File: config.mk
export PLATFORM = sky130hd
export DESIGN_NAME = edge_threshold
export DESIGN_NICKNAME = d
export VERILOG_FILES = /design/src/rtl/edge_threshold_pkg.sv /design/src/rtl/abs_val.sv /design/src/rtl/edge_threshold.sv
export SDC_FILE = /design/constraint.sdc
export NUM_CORES = 1
export LEC_CHECK = 0
export ABC_AREA = 1
export BUFFER_PORTS_ARGS = -buffer_cell sky130_fd_sc_hd__buf_2
export CORE_AREA = 2 2 144 146
export DETAILED_ROUTE_END_ITERATION = 8
export DIE_AREA = 0 0 146 148
export HOLD_SLACK_MARGIN = 0.02
export PLACE_DENSITY = 0.83
export SETUP_SLACK_MARGIN = 0.05
export SKIP_CTS_REPAIR_TIMING = 1
export SLEW_MARGIN = 10
export SYNTH_ARGS = -nofsm -noshare
export SYNTH_HDL_FRONTEND = slang
export SYNTH_SLANG_ARGS = --single-unit
File: constraint.sdc
create_clock -name clk_i -period 2.8 [get_ports clk_i]
set_input_delay 0.28 -clock clk_i [delete_from_list [all_inputs] [get_ports clk_i]]
set_output_delay 0.28 -clock clk_i [all_outputs]
set_load 0.01 [all_outputs]
File: src/rtl/edge_threshold_pkg.sv
// Shared vision helpers: magnitude width, border extent and counter sizing.
package edge_threshold_pkg;

  typedef struct packed {
    logic border;
    logic eol;
    logic eof;
  } px_flags_t;

  // |gx|+|gy| needs one bit more than the signed gradient so |most-negative| is exact.
  function automatic int mag_width(input int in_width);
    return in_width + 1;
  endfunction

  function automatic int border_extent(input int kernel_width);
    return kernel_width - 1;
  endfunction

  function automatic int cnt_width(input int n);
    return (n > 1) ? $clog2(n) : 1;
  endfunction

endpackage

File: src/rtl/abs_val.sv
// Combinational absolute value of a signed operand, widened by one bit.
module abs_val
  import edge_threshold_pkg::*;
#(
  parameter int in_width_p = 32
) (
  input  logic signed [in_width_p-1:0]            val_i,
  output logic        [mag_width(in_width_p)-1:0] abs_o
);

  logic signed [in_width_p:0] ext_w;

  assign ext_w = {val_i[in_width_p-1], val_i};
  assign abs_o = ext_w[in_width_p] ? $unsigned(-ext_w) : $unsigned(ext_w);

endmodule

File: src/rtl/edge_threshold.sv
// Gradient magnitude + threshold with kernel-border suppression and line/frame markers.
// Two-stage elastic pipeline, 2-cycle latency, full throughput; stages hold under ready_i low.
module edge_threshold
  import edge_threshold_pkg::*;
#(
  parameter int linewidth_px_p = 16,
  parameter int frame_height_p = 16,
  parameter int in_width_p     = 32,
  parameter int kernel_width_p = 3
) (
  input  logic                         clk_i,
  input  logic                         reset_i,
  input  logic                         valid_i,
  output logic                         ready_o,
  input  logic signed [in_width_p-1:0] gx_i,
  input  logic signed [in_width_p-1:0] gy_i,
  input  logic        [in_width_p:0]   threshold_i,
  output logic                         valid_o,
  input  logic                         ready_i,
  output logic        [in_width_p:0]   mag_o,
  output logic                         edge_o,
  output logic                         eol_o,
  output logic                         eof_o
);

  localparam int MW = mag_width(in_width_p);
  localparam int BX = border_extent(kernel_width_p);
  localparam int CW = cnt_width(linewidth_px_p);
  localparam int RW = cnt_width(frame_height_p);

  logic [MW-1:0] abs_gx_w;
  logic [MW-1:0] abs_gy_w;

  abs_val #(.in_width_p(in_width_p)) u_abs_gx (
    .val_i (gx_i),
    .abs_o (abs_gx_w)
  );

  abs_val #(.in_width_p(in_width_p)) u_abs_gy (
    .val_i (gy_i),
    .abs_o (abs_gy_w)
  );

  // Position counters and frame threshold
  logic [CW-1:0] col_q, col_d;
  logic [RW-1:0] row_q, row_d;
  logic [MW-1:0] thr_q, thr_d;

  // Stage 1
  logic          s1_vld_q, s1_vld_d;
  logic [MW-1:0] s1_abs_gx_q, s1_abs_gx_d;
  logic [MW-1:0] s1_abs_gy_q, s1_abs_gy_d;
  logic [MW-1:0] s1_thr_q, s1_thr_d;
  px_flags_t     s1_flags_q, s1_flags_d;

  // Stage 2
  logic          s2_vld_q, s2_vld_d;
  logic [MW-1:0] mag_q, mag_d;
  logic          edge_q, edge_d;
  logic          eol_q, eol_d;
  logic          eof_q, eof_d;

  logic          accept_w;
  logic          s2_ready_w;
  logic          eol_w;
  logic          eof_w;
  logic          frame_start_w;
  logic          border_w;
  logic [MW-1:0] sum_w;

  assign s2_ready_w    = ~s2_vld_q | ready_i;
  assign ready_o       = ~s1_vld_q | s2_ready_w;
  assign accept_w      = valid_i & ready_o;

  assign eol_w         = (int'(col_q) == linewidth_px_p - 1);
  assign eof_w         = eol_w & (int'(row_q) == frame_height_p - 1);
  assign frame_start_w = (col_q == '0) & (row_q == '0);
  assign border_w      = (int'(row_q) < BX) | (int'(col_q) < BX);
  assign sum_w         = s1_abs_gx_q + s1_abs_gy_q;

  always_comb begin
    col_d       = col_q;
    row_d       = row_q;
    thr_d       = thr_q;
    s1_vld_d    = s1_vld_q;
    s1_abs_gx_d = s1_abs_gx_q;
    s1_abs_gy_d = s1_abs_gy_q;
    s1_thr_d    = s1_thr_q;
    s1_flags_d  = s1_flags_q;
    s2_vld_d    = s2_vld_q;
    mag_d       = mag_q;
    edge_d      = edge_q;
    eol_d       = eol_q;
    eof_d       = eof_q;

    if (ready_o) begin
      s1_vld_d = valid_i;
    end

    if (accept_w) begin
      s1_abs_gx_d       = abs_gx_w;
      s1_abs_gy_d       = abs_gy_w;
      s1_flags_d.border = border_w;
      s1_flags_d.eol    = eol_w;
      s1_flags_d.eof    = eof_w;
      // Each pixel carries its own frame's threshold, so a new frame's latch
      // never leaks into the tail of the previous frame still in flight.
      s1_thr_d          = frame_start_w ? threshold_i : thr_q;
      if (frame_start_w) begin
        thr_d = threshold_i;
      end
      if (eol_w) begin
        col_d = '0;
        row_d = eof_w ? '0 : row_q + RW'(1);
      end else begin
        col_d = col_q + CW'(1);
      end
    end

    if (s2_ready_w) begin
      s2_vld_d = s1_vld_q;
      if (s1_vld_q) begin
        mag_d  = s1_flags_q.border ? '0 : sum_w;
        edge_d = ~s1_flags_q.border & (sum_w >= s1_thr_q);
        eol_d  = s1_flags_q.eol;
        eof_d  = s1_flags_q.eof;
      end
    end
  end

  always_ff @(posedge clk_i) begin
    if (!reset_i) begin
      col_q       <= '0;
      row_q       <= '0;
      thr_q       <= '1;
      s1_vld_q    <= 1'b0;
      s1_abs_gx_q <= '0;
      s1_abs_gy_q <= '0;
      s1_thr_q    <= '1;
      s1_flags_q  <= '0;
      s2_vld_q    <= 1'b0;
      mag_q       <= '0;
      edge_q      <= 1'b0;
      eol_q       <= 1'b0;
      eof_q       <= 1'b0;
    end else begin
      col_q       <= col_d;
      row_q       <= row_d;
      thr_q       <= thr_d;
      s1_vld_q    <= s1_vld_d;
      s1_abs_gx_q <= s1_abs_gx_d;
      s1_abs_gy_q <= s1_abs_gy_d;
      s1_thr_q    <= s1_thr_d;
      s1_flags_q  <= s1_flags_d;
      s2_vld_q    <= s2_vld_d;
      mag_q       <= mag_d;
      edge_q      <= edge_d;
      eol_q       <= eol_d;
      eof_q       <= eof_d;
    end
  end

  assign valid_o = s2_vld_q;
  assign mag_o   = mag_q;
  assign edge_o  = edge_q;
  assign eol_o   = eol_q;
  assign eof_o   = eof_q;

endmodule
* Word level (Yosys, flattened, before mapping)
Cells that the tools add are included.
** Cells by class
- Muxes and demuxes :: 6
- Eq/ne operators :: 2
- Order comparisons :: 3
- Shift-type cells :: 0
- Reduce and logical (&&, ||, !) cells :: 5
- Multiply operators :: 0
- Div/mod/pow operators :: 0
- Bitwise operators :: 10
- $add $sub $neg :: 5
** Operators with widths (number)
- $mux W33 :: 4
- $neg A32 Y33 :: 2
- $add A33 B33 Y33 :: 1
- $ge A33 B33 Y1 :: 1
- $add A4 B1 Y4 const B :: 2
- $eq A4 B1 Y1 const B :: 2
- $logic_not A4 Y1 :: 2
- $lt A4 B2 Y1 const B :: 2
- $mux W4 :: 2
- $reduce_and A2 Y1 :: 3
- $and A1 B1 Y1 :: 4
- $not A1 Y1 :: 3
- $or A1 B1 Y1 :: 3
** Storage, ports and cells
- Bits in writable memories :: 0
- Register bits after elaboration :: 148
- Bits in read-only memories :: 0
- Output and inout bits :: 38
- Bits of input ports :: 101
- Latch bits :: 0
- Memories kept :: 0

* Depth between registers and ports, before layout
Gate-level depths: netlist of run 1.
- Depth after elaboration :: 5
- Gate-level depth with buffers :: 24
- Mapped depth without buffers :: 24

* By module
Synthesis of run 1 repeated with hierarchy kept, for this count alone.
** Unflattened totals
- Cells, all modules :: 1752
- Area, all modules :: 10606.4 um2
** By module, submodules not included
- edge_threshold :: cells an instance 1304, area each 8521.9 um2, sequential area each 2962.8 um2, times used 1
- abs_val :: cells an instance 224, area each 1042.2 um2, sequential area each 0.0 um2, times used 2

* Least setup slack after synthesis of run 1
Ideal clock, no wire load.
- Path type :: register to register
- From :: register s1_abs_gx_q[0]
- To :: register edge_q, in the netlist edge_o
- Buffers on the path :: 0
- Cell stages (with the launch flop) :: 23
- Required time :: 2.730 ns
- Data arrival time :: 2.637 ns
- Setup time :: 0.070 ns
- Slack :: 0.093 ns
- Path through :: dfxtp_1 -> ha_1 -> fa_1 -> nand2_1 -> nand2_1 -> nand3b_1 -> nand2_1 -> nand2_1 -> nand2_2 -> nand2_1 -> nand3_1 -> and2_1 -> ha_1 -> nand2_1 -> nor2_1 -> nand2_1 -> nor2_1 -> nand3_1 -> nand2_1 -> nor2_1 -> nand2_1 -> nand2_1 -> a21oi_1
** On the way
- Longest elaborated chain between the ends :: 3
** Ends and longest elaborated chain
- from (decl) :: line edge_threshold.sv:51 : logic [MW-1:0] s1_abs_gx_q, s1_abs_gx_d;
- from (signal assigned) :: line edge_threshold.sv:151 : s1_abs_gx_q <= s1_abs_gx_d;
- $add A33 B33 Y33 :: line edge_threshold.sv:79 : assign sum_w = s1_abs_gx_q + s1_abs_gy_q;
- $ge A33 B33 Y1 :: line edge_threshold.sv:124 : edge_d = ~s1_flags_q.border & (sum_w >= s1_thr_q);
- $and A1 B1 Y1 :: line edge_threshold.sv:124
- to (signal assigned) :: line edge_threshold.sv:157 : edge_q <= edge_d;
- to (decl) :: line edge_threshold.sv:59 : logic edge_q, edge_d;
Every way passes these cells.
A chain may end at the register's enable or synchronous reset.

* Worst setup path in the final report of run 1
- From :: register s1_abs_gx_q[25]
- To :: register edge_q, in the netlist edge_o
Same word-level chain as after synthesis.

==> results of run 1 <==
[worst paths after layout]
check,start,end,depth (start not counted)
min,threshold_i[2],s1_thr_q[2]$_SDFFE_PN1P_,3
max reg2reg,s1_abs_gx_q[25]$_SDFFE_PN0P_,edge_o$_SDFFE_PN0P_,20
max,s1_abs_gx_q[25]$_SDFFE_PN0P_,edge_o$_SDFFE_PN0P_,20
min reg2reg,s1_abs_gy_q[32]$_SDFFE_PN0P_,s1_abs_gy_q[32]$_SDFFE_PN0P_,2
[sequential cells by signal, indices dropped and copies added (netlist names), 3 cells and up]
register	count
s1_abs_gx_q	33
s1_flags_q	3
s1_abs_gy_q	33
mag_o	33
col_q	4
row_q	4
s1_thr_q	33
[synthesized netlist by cell type, types with 13 or more instances]
master / count
nor3_1: 21
clkbuf_1: 31
and2_1: 19
xor2_1: 39
nand3b_1: 13
nand2_1: 468
nor2_1: 174
o21ai_0: 97
buf_2: 18
ha_1: 71
inv_1: 263
dfxtp_1: 148
a21oi_1: 148
nor2_2: 14
nand3_1: 86
[logic make-up (layout without fill, tap and decap cells)]
| logic type | after synthesis | in the layout |
|---|---|---|
| AO/OA/AOI/OAI | 271 | 271 |
| XOR/XNOR | 50 | 50 |
| adder cells (fa/ha/maj) | 72 | 72 |
| buffers and inverters | 318 | 483 |
| flip-flops | 148 | 148 |
| AND/OR/NAND/NOR | 821 | 821 |
[area by class of cell]
cell class / instances / area [µm²]
inverters: 266 / 998.5
multi-input cells: 1214 / 6770
fillers: 1824 / 7202
flip-flops and latches: 148 / 2979
clock buffers: 21 / 460.4
well taps: 270 / 337.8
clock inverters: 10 / 202.7
repair buffers: 186 / 1089
[power breakdown]
group	internal [mW]	switching, mW	leakage [nW]
clock network	1.71	0.884	0.323
logic	0.667	0.989	5.21
registers	2.26	0.102	1.22
total	4.64	1.98	6.76
[worst max-delay path, stage by stage, from the launching register on]
cell     delay, ps
dfxtp_1        330
ha_1           400
nand2_1        110
nor2_1         220
nand2_1        110
nor2_1         100
nand2_1         90
nand2_1         80
nand2_1         60
and2_1         160
ha_1           300
nand2_1         90
nor2_2         140
nand2_2         70
nor2_2         110
nand3_1        110
nand2_1         90
nor2_1          50
nand2_1         60
nand2_1         50
a21oi_1        150
[per-stage QoR]
step | std cells | utilization [%] | cell area, µm² | setup TNS, ps | worst slack [ps]
5_1_grt | 2115 | 64.06 | 12840 | -310.2 | -310.2
6_report | 2115 | 64.06 | 12840 | -163.0 | -163.0
3_5_place_dp | 2082 | 57.91 | 11600 | -214.9 | -214.9
2_1_floorplan | 1680 | - | 10400 | 0 | 92.70
3_3_place_gp | 2082 | 57.91 | 11600 | -118.3 | -118.3
4_1_cts | 2113 | 61.22 | 12270 | -252.2 | -252.2
[layer usage]
layer  vias up  global-route usage [%]
met2       391                   44.88
met4         0                   9.515
met5         -                       0
met1      5003                   35.90
li1       5603                       -
met3        59                   4.290
==> results.md, run 1 <==
* Met3 wire length at 2156 µm
* Mux contribution to synthesized area at 0%
* N_diodes at 0
* CTS Buffer Depth at 2
* Layout Skew at 7.026 ps
* Simple logic cell fraction of the synthesized area at 33.00%
* Largest net degree at the start of global routing at 72
* Ys flop type: dfxtp_1
* Metal2 WL at 14050 µm
* Status: finished, violations left
* Die footprint at 21610 µm²
* Area of the mapped netlist at 10400 µm²
* Global route overflow at 0
* Area Growth Syn to Fin at 23.42%
* Hold WS at 58.74 ps
* Wire per inst at 14.39 µm
* Peak VDD IR at 0.2894 mV
* Synth Area in Compound Gates at 13.67%
* Largest area contributor in the netlist: dfxtp_1
* Syn. warnings at 0
* Fmax at 0.3375 GHz
* Final setup violation count at 1
* Die Wd at 146 µm
* Area fraction of the dominant cell type after synthesis at 28.49%
* Syn nets at 1853
* Data required time of the worst path at 3170 ps
* Crit path arrival time at 3330 ps
* CTS tree: built
* Via count at 11060
* Top Metal Used: met4
* Inserted Clock Buffers at 17
* Core area at 20040 µm²
* Startpoint Class: register
* Tightest Hold Check Type: in2reg
* Layout Nets at 2006
* Row count at 52
* Global-route wire length before repair at 47610 µm
* Worst setup margin at -163.0 ps
* Failing checks: negative setup slack
* Hold Vio Cnt, Final at 0
* Final period util at 105.8%
* Clock tree root buffer cell: clkbuf_16
* 1st-pass router iterations at 5
* Wl on met1 at 13440 µm
* Synthesized flop and latch total at 148
* EDFF count, synth at 0
* Crit path kind: reg2reg
* Worst reg-to-reg setup slack at -160 ps
* Sequential share of the synthesized area at 28.49%
* Ranking of synthesized cells by area: dfxtp_1, nand2_1, inv_1, ha_1, a21oi_1
* Die Height at 148 µm
* Clock sink total at 148
* Via density at 5.227
* H-tree depth at 4
* Synth Area in XOR/XNOR at 4.427%
* Mean area per synthesized cell at 6.191 µm²
* Num ports at 139
* Worst Tran Pin Value at 562.6 ps
* Commonest non-fill, non-tap cells in the layout: nand2_1, inv_1, nor2_1
* DRC violations left at 0
* Vias in the first global route at 10050
* Post-synth ARST share at 0%
* Gr usage total at 27.06%
* Gate Count Post-Synth at 1680
* Antenna violations before repair at 0
* Power density over the cells at 515.0 nW/µm²
* Dpl hpwl at 22580 µm
* Antenna Violating Nets Remaining at 0
* Commonest non-fill, non-tap cell in the layout: nand2_1
* Iter 0 DRT Violations at 868
* Layout cell share with drive strength beyond 1 at 19.02%
* Tot Pwr at 6.611 mW
* Slew HR at 62.44%
* Clock slew at reported path FFs at 60 ps
* Post-Synth Adder-Cell Area at 8.733%
* Leakage at 6.758 nW
* Max-Cap Viols at 0
* RSZ-0062 raised after global routing: yes
* Clock insertion delay at the later pin of the skew report at 440 ps
* RePlAce Congestion at 0.9610
* Worst-path fanout max at 5
* Tmin final at 2963 ps
* # port buffers at 138
* Distinct cells, synth at 39
* Largest family of logic cells by synthesized area: simple AND/OR/NAND/NOR gates
* Routed WL at 30440 µm
* Nature of the critical path endpoint: register
* Starting Density at 51.90%
* Max Transition Viols Final at 0
Note: power is estimated with default switching activity, not from simulation.
==> run 2, diff against run 1 <==
Settings changed: CTS_CLUSTER_DIAMETER set to 50, PLACE_DENSITY 0.83 to unset, PLACE_DENSITY_LB_ADDON set to 0.3, SKIP_CTS_REPAIR_TIMING 1 to unset.
==> results.md, run 2 (synthesized netlist as in run 1, its figures left out) <==
* Design area at 12780 µm² (-0.47%)
* Vias in the first global route at 10050 (+0.020%)
* 1st-pass router iterations at 5 (unchanged)
* Layout Skew at 9.114 ps (+2.088 ps)
* Commonest non-fill, non-tap cells in the layout: nand2_1, inv_1, nor2_1
* Final period util at 105.2% (-0.59 points)
* Peak VDD IR at 0.3083 mV (+6.5%)
* Worst reg-to-reg setup slack at -150 ps (+20 ps)
* Starting Density at 51.90% (unchanged)
* Gr usage total at 27.47% (+0.40 points)
* Worst setup margin at -146.5 ps (+16.49 ps)
* Setup tns final at -146.5 ps (+16.49 ps)
* H-tree depth at 4 (unchanged)
* Nature of the critical path endpoint: register
* Max Transition Viols Final at 0 (unchanged)
* Clock insertion delay at the later pin of the skew report at 440 ps (about the same)
* Data required time of the worst path at 3170 ps (about the same)
* Num ports at 139 (unchanged)
* Die Wd at 146 µm (unchanged)
* RePlAce Congestion at 0.9279 (-3.4%)
* FF-to-FF path depth at 21 (+5.0%)
* Placed Cells at 2090 (+0.38%)
* Hold Vio Cnt, Final at 0 (unchanged)
* DRC violations left at 0 (unchanged)
* Routed WL at 29920 µm (-1.7%)
* Startpoint Class: register
* Status: finished, violations left
* Non-Filler Instances at 2126 (+0.52%)
* Wire per inst at 14.07 µm (-2.2%)
* Tot Pwr at 6.390 mW (-3.3%)
* Commonest non-fill, non-tap cell in the layout: nand2_1
* Layout Nets at 2016 (+0.50%)
* Fmax at 0.3394 GHz (+0.56%)
* # port buffers at 138 (unchanged)
* Worst R2R End: edge_o$_SDFFE_PN0P_
* Clock tree root buffer cell: clkbuf_16
* Die Height at 148 µm (unchanged)
* Clock sink total at 148 (unchanged)
* Cts hold-fix bufs at 0
* N_diodes at 0 (unchanged)
* Crit path kind: reg2reg
* Via count at 10870 (-1.7%)
* Antenna Violating Nets Remaining at 0 (unchanged)
* Core area at 20040 µm² (unchanged)
* Hold_sp: threshold_i[4]
* Final setup violation count at 1 (unchanged)
* Global route overflow at 0 (unchanged)
* Antenna violations before repair at 0 (unchanged)
* Worst Tran Pin Value at 557.0 ps (-5.558 ps)
* Area Growth Syn to Fin at 22.84%
* Layout cell share with drive strength beyond 1 at 19.45% (+0.43 points)
* RSZ-0062 raised after global routing: yes
* Via density at 5.114 (-2.2%)
* Worst Setup Slack post-DPL at -160.3 ps (+54.54 ps)
* Failing checks: negative setup slack
* Tmin final at 2947 ps (-16.49 ps)
* Hold Path End: s1_thr_q[4]$_SDFFE_PN1P_
* Power density over the cells at 500.1 nW/µm² (-2.9%)
* Clock slew at reported path FFs at 70 ps (about the same)
* Die footprint at 21610 µm² (unchanged)
* Worst-path fanout max at 4 (-1)
* Dpl hpwl at 22400 µm (-0.81%)
* Largest net degree at the start of global routing at 71 (-1.4%)
* CTS tree: built
* Hold WS at 58.57 ps (-0.1788 ps)
* Hold-critical path depth at 3 (unchanged)
* Fillcell total at 1888 (+3.5%)
* Inserted Clock Buffers at 17 (unchanged)
* Cell Area, Placed at 11660 µm² (+0.52%)
* Leakage at 6.797 nW (+0.58%)
* Crit path arrival time at 3320 ps (about the same)
* Iter 0 DRT Violations at 639 (-26%)
* Tightest Hold Check Type: in2reg
* Fin util at 63.76% (-0.30 points)
* CTS Buffer Depth at 2 (unchanged)
* Slew HR at 62.87% (+0.43 points)
* Max-Cap Viols at 0 (unchanged)
* Row count at 52 (unchanged)
* FF-to-FF Start: s1_abs_gy_q[5]$_SDFFE_PN0P_
* Global-route wire length before repair at 48490 µm (+1.8%)
-- run 2: changes by cell type in the layout (fill, tap and decap cells not counted), sizes merged --
cell      previous run  this run
buf                186       196
clkbuf              21        18
bufinv               6         3
inv                265       270
clkinvlp             1         2
clkinv               4         5
-- run 2: worst max-delay path by stage --
stage,startpoint,endpoint
after global routing,s1_abs_gy_q[5]$_SDFFE_PN0P_,edge_o$_SDFFE_PN0P_
after global placement,s1_abs_gx_q[0]$_SDFFE_PN0P_,edge_o$_SDFFE_PN0P_
after CTS,s1_abs_gy_q[0]$_SDFFE_PN0P_,edge_o$_SDFFE_PN0P_
final,s1_abs_gy_q[5]$_SDFFE_PN0P_,edge_o$_SDFFE_PN0P_
after floorplan,s1_abs_gx_q[0]$_SDFFE_PN0P_,edge_o$_SDFFE_PN0P_
after detailed placement,s1_abs_gx_q[0]$_SDFFE_PN0P_,edge_o$_SDFFE_PN0P_
-- run 2: layer usage --
metal  vias to the layer above  share of wire [%]  global-route usage, %
met5                         -                  0                      0
met4                         0                2.0                  8.301
met3                        41                4.9                  3.179
met2                       305                 47                  46.86
met1                      4899                 46                  36.66
li1                       5627                  -                      -
-- run 2: cell type report --
class | count | area, µm² | area share, %
Tap cell | 270 | 337.8 | 2.644
Timing Repair Buffer | 196 | 1167 | 9.136
Inverter | 266 | 998.5 | 7.814
Multi-Input combinational cell | 1214 | 6689 | 52.35
Sequential cell | 148 | 2970 | 23.25
Clock buffer | 18 | 439.2 | 3.437
Clock inverter | 14 | 175.2 | 1.371
-- run 2: repair_timing --
action | 4_1_cts | 5_1_grt
buffers inserted | 3 | 1
endpoints found under the setup margin | 1 | 1
pin swaps | 30 | 23
resized for setup | 52 | 59
-- run 2: power breakdown --
group / switching [mW] / internal [mW]
clock: 0.971 / 1.44
sequential: 0.0946 / 2.26
combinational: 0.979 / 0.650
total: 2.05 / 4.35
-- run 2: worst max-delay path: stages (launching register included) --
cell and delay (ps):
dfxtp_1 430, ha_4 260, nand2_2 110, inv_1 70
a21oi_1 170, nand2_1 100, nand2_1 80, nand2_2 80
nand2_1 90, nand3_1 140, and2_1 210, ha_1 280
nand2_2 60, nor2_2 100, nand4_1 140, nor2_4 130
nand3_2 70, nand2_1 60, nor2_1 40, nand2_1 80
nand2_1 70, a21oi_2 120
==> run 3, diff against run 2 <==
Settings changed: ABC_AREA 1 to unset, CORE_AREA 2 2 144 146 to 2 2 136 138, DIE_AREA 0 0 146 148 to 0 0 138 140.
==> results.md, run 3 <==
* Antenna violations before repair at 0 (unchanged)
* Hold-critical path depth at 3 (unchanged)
* EDFF count, synth at 0 (unchanged)
* Crit-path cells: ha_4 > o211ai_1 > o21a_1 > a2111o_1 > buf_4 > nand3_1 > xor2_1 > ha_1 > nand4_1 > nor2_2 > a31oi_1 > o211ai_1 > a21oi_1 > o31a_1 > o21ai_0
* Layout cell share with drive strength beyond 1 at 29.79% (+10 points)
* Final period util at 120.3% (+15 points)
* Peak VDD IR at 0.4247 mV (+38%)
* Nature of the critical path endpoint: register
* Syn nets at 1259 (-32%)
* Cell Area, Placed at 11020 µm² (-5.5%)
* Iter 0 DRT Violations at 628 (-1.7%)
* FF-to-FF path depth at 15 (-29%)
* Crit path kind: reg2reg
* Max stage delay on crit path at 490 ps (+60 ps)
* Hold Vio Cnt, Final at 0 (unchanged)
* Antenna Violating Nets Remaining at 0 (unchanged)
* Inserted Clock Buffers at 17 (unchanged)
* Ys flop type: dfxtp_1
* DRC violations left at 0 (unchanged)
* RePlAce Congestion at 0.9118 (-1.7%)
* Fillcell total at 1423 (-25%)
* Global-route wire length before repair at 39880 µm (-18%)
* Commonest non-fill, non-tap cells in the layout: buf_4, nand2_1, dfxtp_1, buf_2, o21ai_0
* Slew HR at 42.45% (-20 points)
* Hold Path End: s1_thr_q[25]$_SDFFE_PN1P_
* Gate Count Post-Synth at 1086 (-35%)
* Wire per inst at 16.12 µm (+15%)
* Clock sink total at 148 (unchanged)
* Syn. warnings at 0 (unchanged)
* Hold_sp: threshold_i[25]
* Post-synth ARST share at 0% (unchanged)
* Largest net degree at the start of global routing at 72 (+1.4%)
* CTS tree: built
* 1st-pass router iterations at 4 (-1)
* Leakage at 5.887 nW (-13%)
* Routed WL at 25510 µm (-15%)
* Design area at 12030 µm² (-5.9%)
* Layout Skew at 8.791 ps (-0.3232 ps)
* CTS Buffer Depth at 2 (unchanged)
* Layout Nets at 1513 (-25%)
* Synthesized flop and latch total at 148 (unchanged)
* Via density at 5.628 (+10%)
* Area Growth Syn to Fin at 31.64%
* Worst R2R End: edge_o$_SDFFE_PN0P_
* Fmax at 0.2970 GHz (-12%)
* RSZ-0062 raised after global routing: yes
* Max-Cap Viols at 0 (unchanged)
* Worst-path fanout max at 4 (unchanged)
* Die Wd at 138 µm (-5.5%)
* Crit path max-delay family: compound AO/OA/AOI/OAI gates
* Dpl hpwl at 18930 µm (-16%)
* Post-synth top cells: dfxtp_1, nand2_1, ha_1, o21ai_0, xor2_1
* FF-to-FF Start: s1_abs_gy_q[4]$_SDFFE_PN0P_
* CP max-delay cell: a2111o_1
* Setup tns final at -567.2 ps (-420.7 ps)
* Buf+Inv Stages, Crit Path at 1 (unchanged)
* Final setup violation count at 1 (unchanged)
* Worst Tran Pin Value at 860.1 ps (+303.1 ps)
* Num ports at 139 (unchanged)
* Failing checks: negative setup slack
* Ranking of synthesized cells by area: dfxtp_1, ha_1, nand2_1, xor2_1, o211a_1
* Vias in the first global route at 8178 (-19%)
* Non-Filler Instances at 1582 (-26%)
* H-tree depth at 4 (unchanged)
* Distinct cells, synth at 68 (+74%)
* Core area at 17780 µm² (-11%)
* Commonest non-fill, non-tap cell in the layout: buf_4
* N_diodes at 0 (unchanged)
* Area fraction of the dominant cell type after synthesis at 32.43% (+3.9 points)
* Status: finished, violations left
* Starting Density at 51.39% (-0.51 points)
* Most frequent cell after synthesis: dfxtp_1
* Row count at 49 (-5.8%)
* # port buffers at 138 (unchanged)
* Worst reg-to-reg setup slack at -570 ps (-420 ps)
* Startpoint Class: register
* Placed Cells at 1538 (-26%)
* Max Transition Viols Final at 0 (unchanged)
* Via count at 8904 (-18%)
* Crit path arrival time at 3670 ps (+350 ps)
* Die Height at 140 µm (-5.4%)
* Clock tree root buffer cell: clkbuf_16
* Mean area per synthesized cell at 8.414 µm² (+36%)
* Largest area contributor in the netlist: dfxtp_1
* Worst setup margin at -567.2 ps (-420.7 ps)
* Clock insertion delay at the later pin of the skew report at 420 ps (-20 ps)
* Power density over the cells at 533.6 nW/µm² (+6.7%)
* CP dominant cell by count: o211ai_1
* Gr usage total at 24.87% (-2.6 points)
* Sequential share of the synthesized area at 32.43% (+3.9 points)
* Tot Pwr at 6.419 mW (+0.44%)
* Tightest Hold Check Type: in2reg
* Cts hold-fix bufs at 0 (unchanged)
* Tmin final at 3367 ps (+420.7 ps)
* Data required time of the worst path at 3100 ps (-70 ps)
* Global route overflow at 0 (unchanged)
* Area of the mapped netlist at 9138 µm² (-12%)
* Die footprint at 19320 µm² (-11%)
* Clock slew at reported path FFs at 60 ps (about the same)
[run 3: changes by cell type in the layout (fill, tap and decap cells not counted), moves of 25 or more]
cell      change
nand3_1      -64
inv_1       -210
nand2_1     -302
buf_4       +104
o211ai_1     +33
nor2_2       -29
a21oi_1      -90
nor2b_1      +31
nand2_2      -25
nor2_1      -115
o211a_1      +40
o21ai_0      -34
[run 3: area by class of cell]
class                           instances  area (µm²)  area share, %
Clock inverter                         10       122.6          1.019
Inverter                               54       202.7          1.685
Clock buffer                           22       474.2          3.942
Sequential cell                       148        2979          24.77
Multi-Input combinational cell        822        6052          50.31
Tap cell                              229       286.5          2.382
Timing Repair Buffer                  297        1912          15.89
[run 3: power breakdown]
| group | switching (mW) | internal [mW] |
|---|---|---|
| Sequential | 0.0982 | 2.26 |
| Combinational | 0.908 | 0.858 |
| Clock | 0.902 | 1.39 |
| Total | 1.91 | 4.51 |
[run 3: tightest hold or removal path, stage by stage]
cell      delay (ps)
buf_2             70
nand2_1           40
o211ai_1          70
[run 3: per-stage QoR]
step | worst slack [ps] | utilization [%] | hold WS [ps]
5_1_grt | -728.0 | 67.66 | 84.33
2_1_floorplan | -266.9 | - | 418.5
4_1_cts | -544.2 | 65.85 | 68.52
3_5_place_dp | -589.0 | 61.98 | 463.3
3_3_place_gp | -523.4 | 61.98 | 450.8
6_report | -567.2 | 67.66 | 80.93
[run 3: worst max-delay path by stage]
stage / start / end / slack, ps / cells after the start
6_report: s1_abs_gy_q[4]$_SDFFE_PN0P_ / edge_o$_SDFFE_PN0P_ / -570 / 15
5_1_grt: s1_abs_gx_q[1]$_SDFFE_PN0P_ / edge_o$_SDFFE_PN0P_ / -730 / 16
4_1_cts: s1_abs_gx_q[1]$_SDFFE_PN0P_ / edge_o$_SDFFE_PN0P_ / -540 / 17
3_5_place_dp: s1_abs_gx_q[0]$_SDFFE_PN0P_ / edge_o$_SDFFE_PN0P_ / -590 / 15
3_3_place_gp: s1_abs_gy_q[0]$_SDFFE_PN0P_ / edge_o$_SDFFE_PN0P_ / -520 / 15
2_1_floorplan: s1_abs_gy_q[0]$_SDFFE_PN0P_ / edge_o$_SDFFE_PN0P_ / -270 / 15
[run 3: what timing repair did]
action | 4_1_cts | 5_1_grt
resized for setup | 12 | 46
endpoints found under the setup margin | 2 | 6
pin swaps | 9 | 22
setup buffers | 4 | 8
[run 3: cell families after synthesis]
family | count (synthesis) | share of synthesized area (%)
and+or+nand+nor | 337 | 18.21
muxes | 5 | 0.5477
DFF | 148 | 32.43
adders and majority gates | 72 | 9.941
xor gates and xnor gates | 89 | 8.531
buffers and inverters | 116 | 5.080
AOI/OAI and AO/OA | 319 | 25.26
[run 3: metal layers]
metal | GRT usage, % | vias up | wire, µm
met2 | 38.95 | 292 | 11420
li1 | - | 4434 | -
met3 | 3.829 | 46 | 1387
met1 | 35.30 | 4132 | 12240
met5 | 0 | - | 0
met4 | 7.948 | 0 | 456
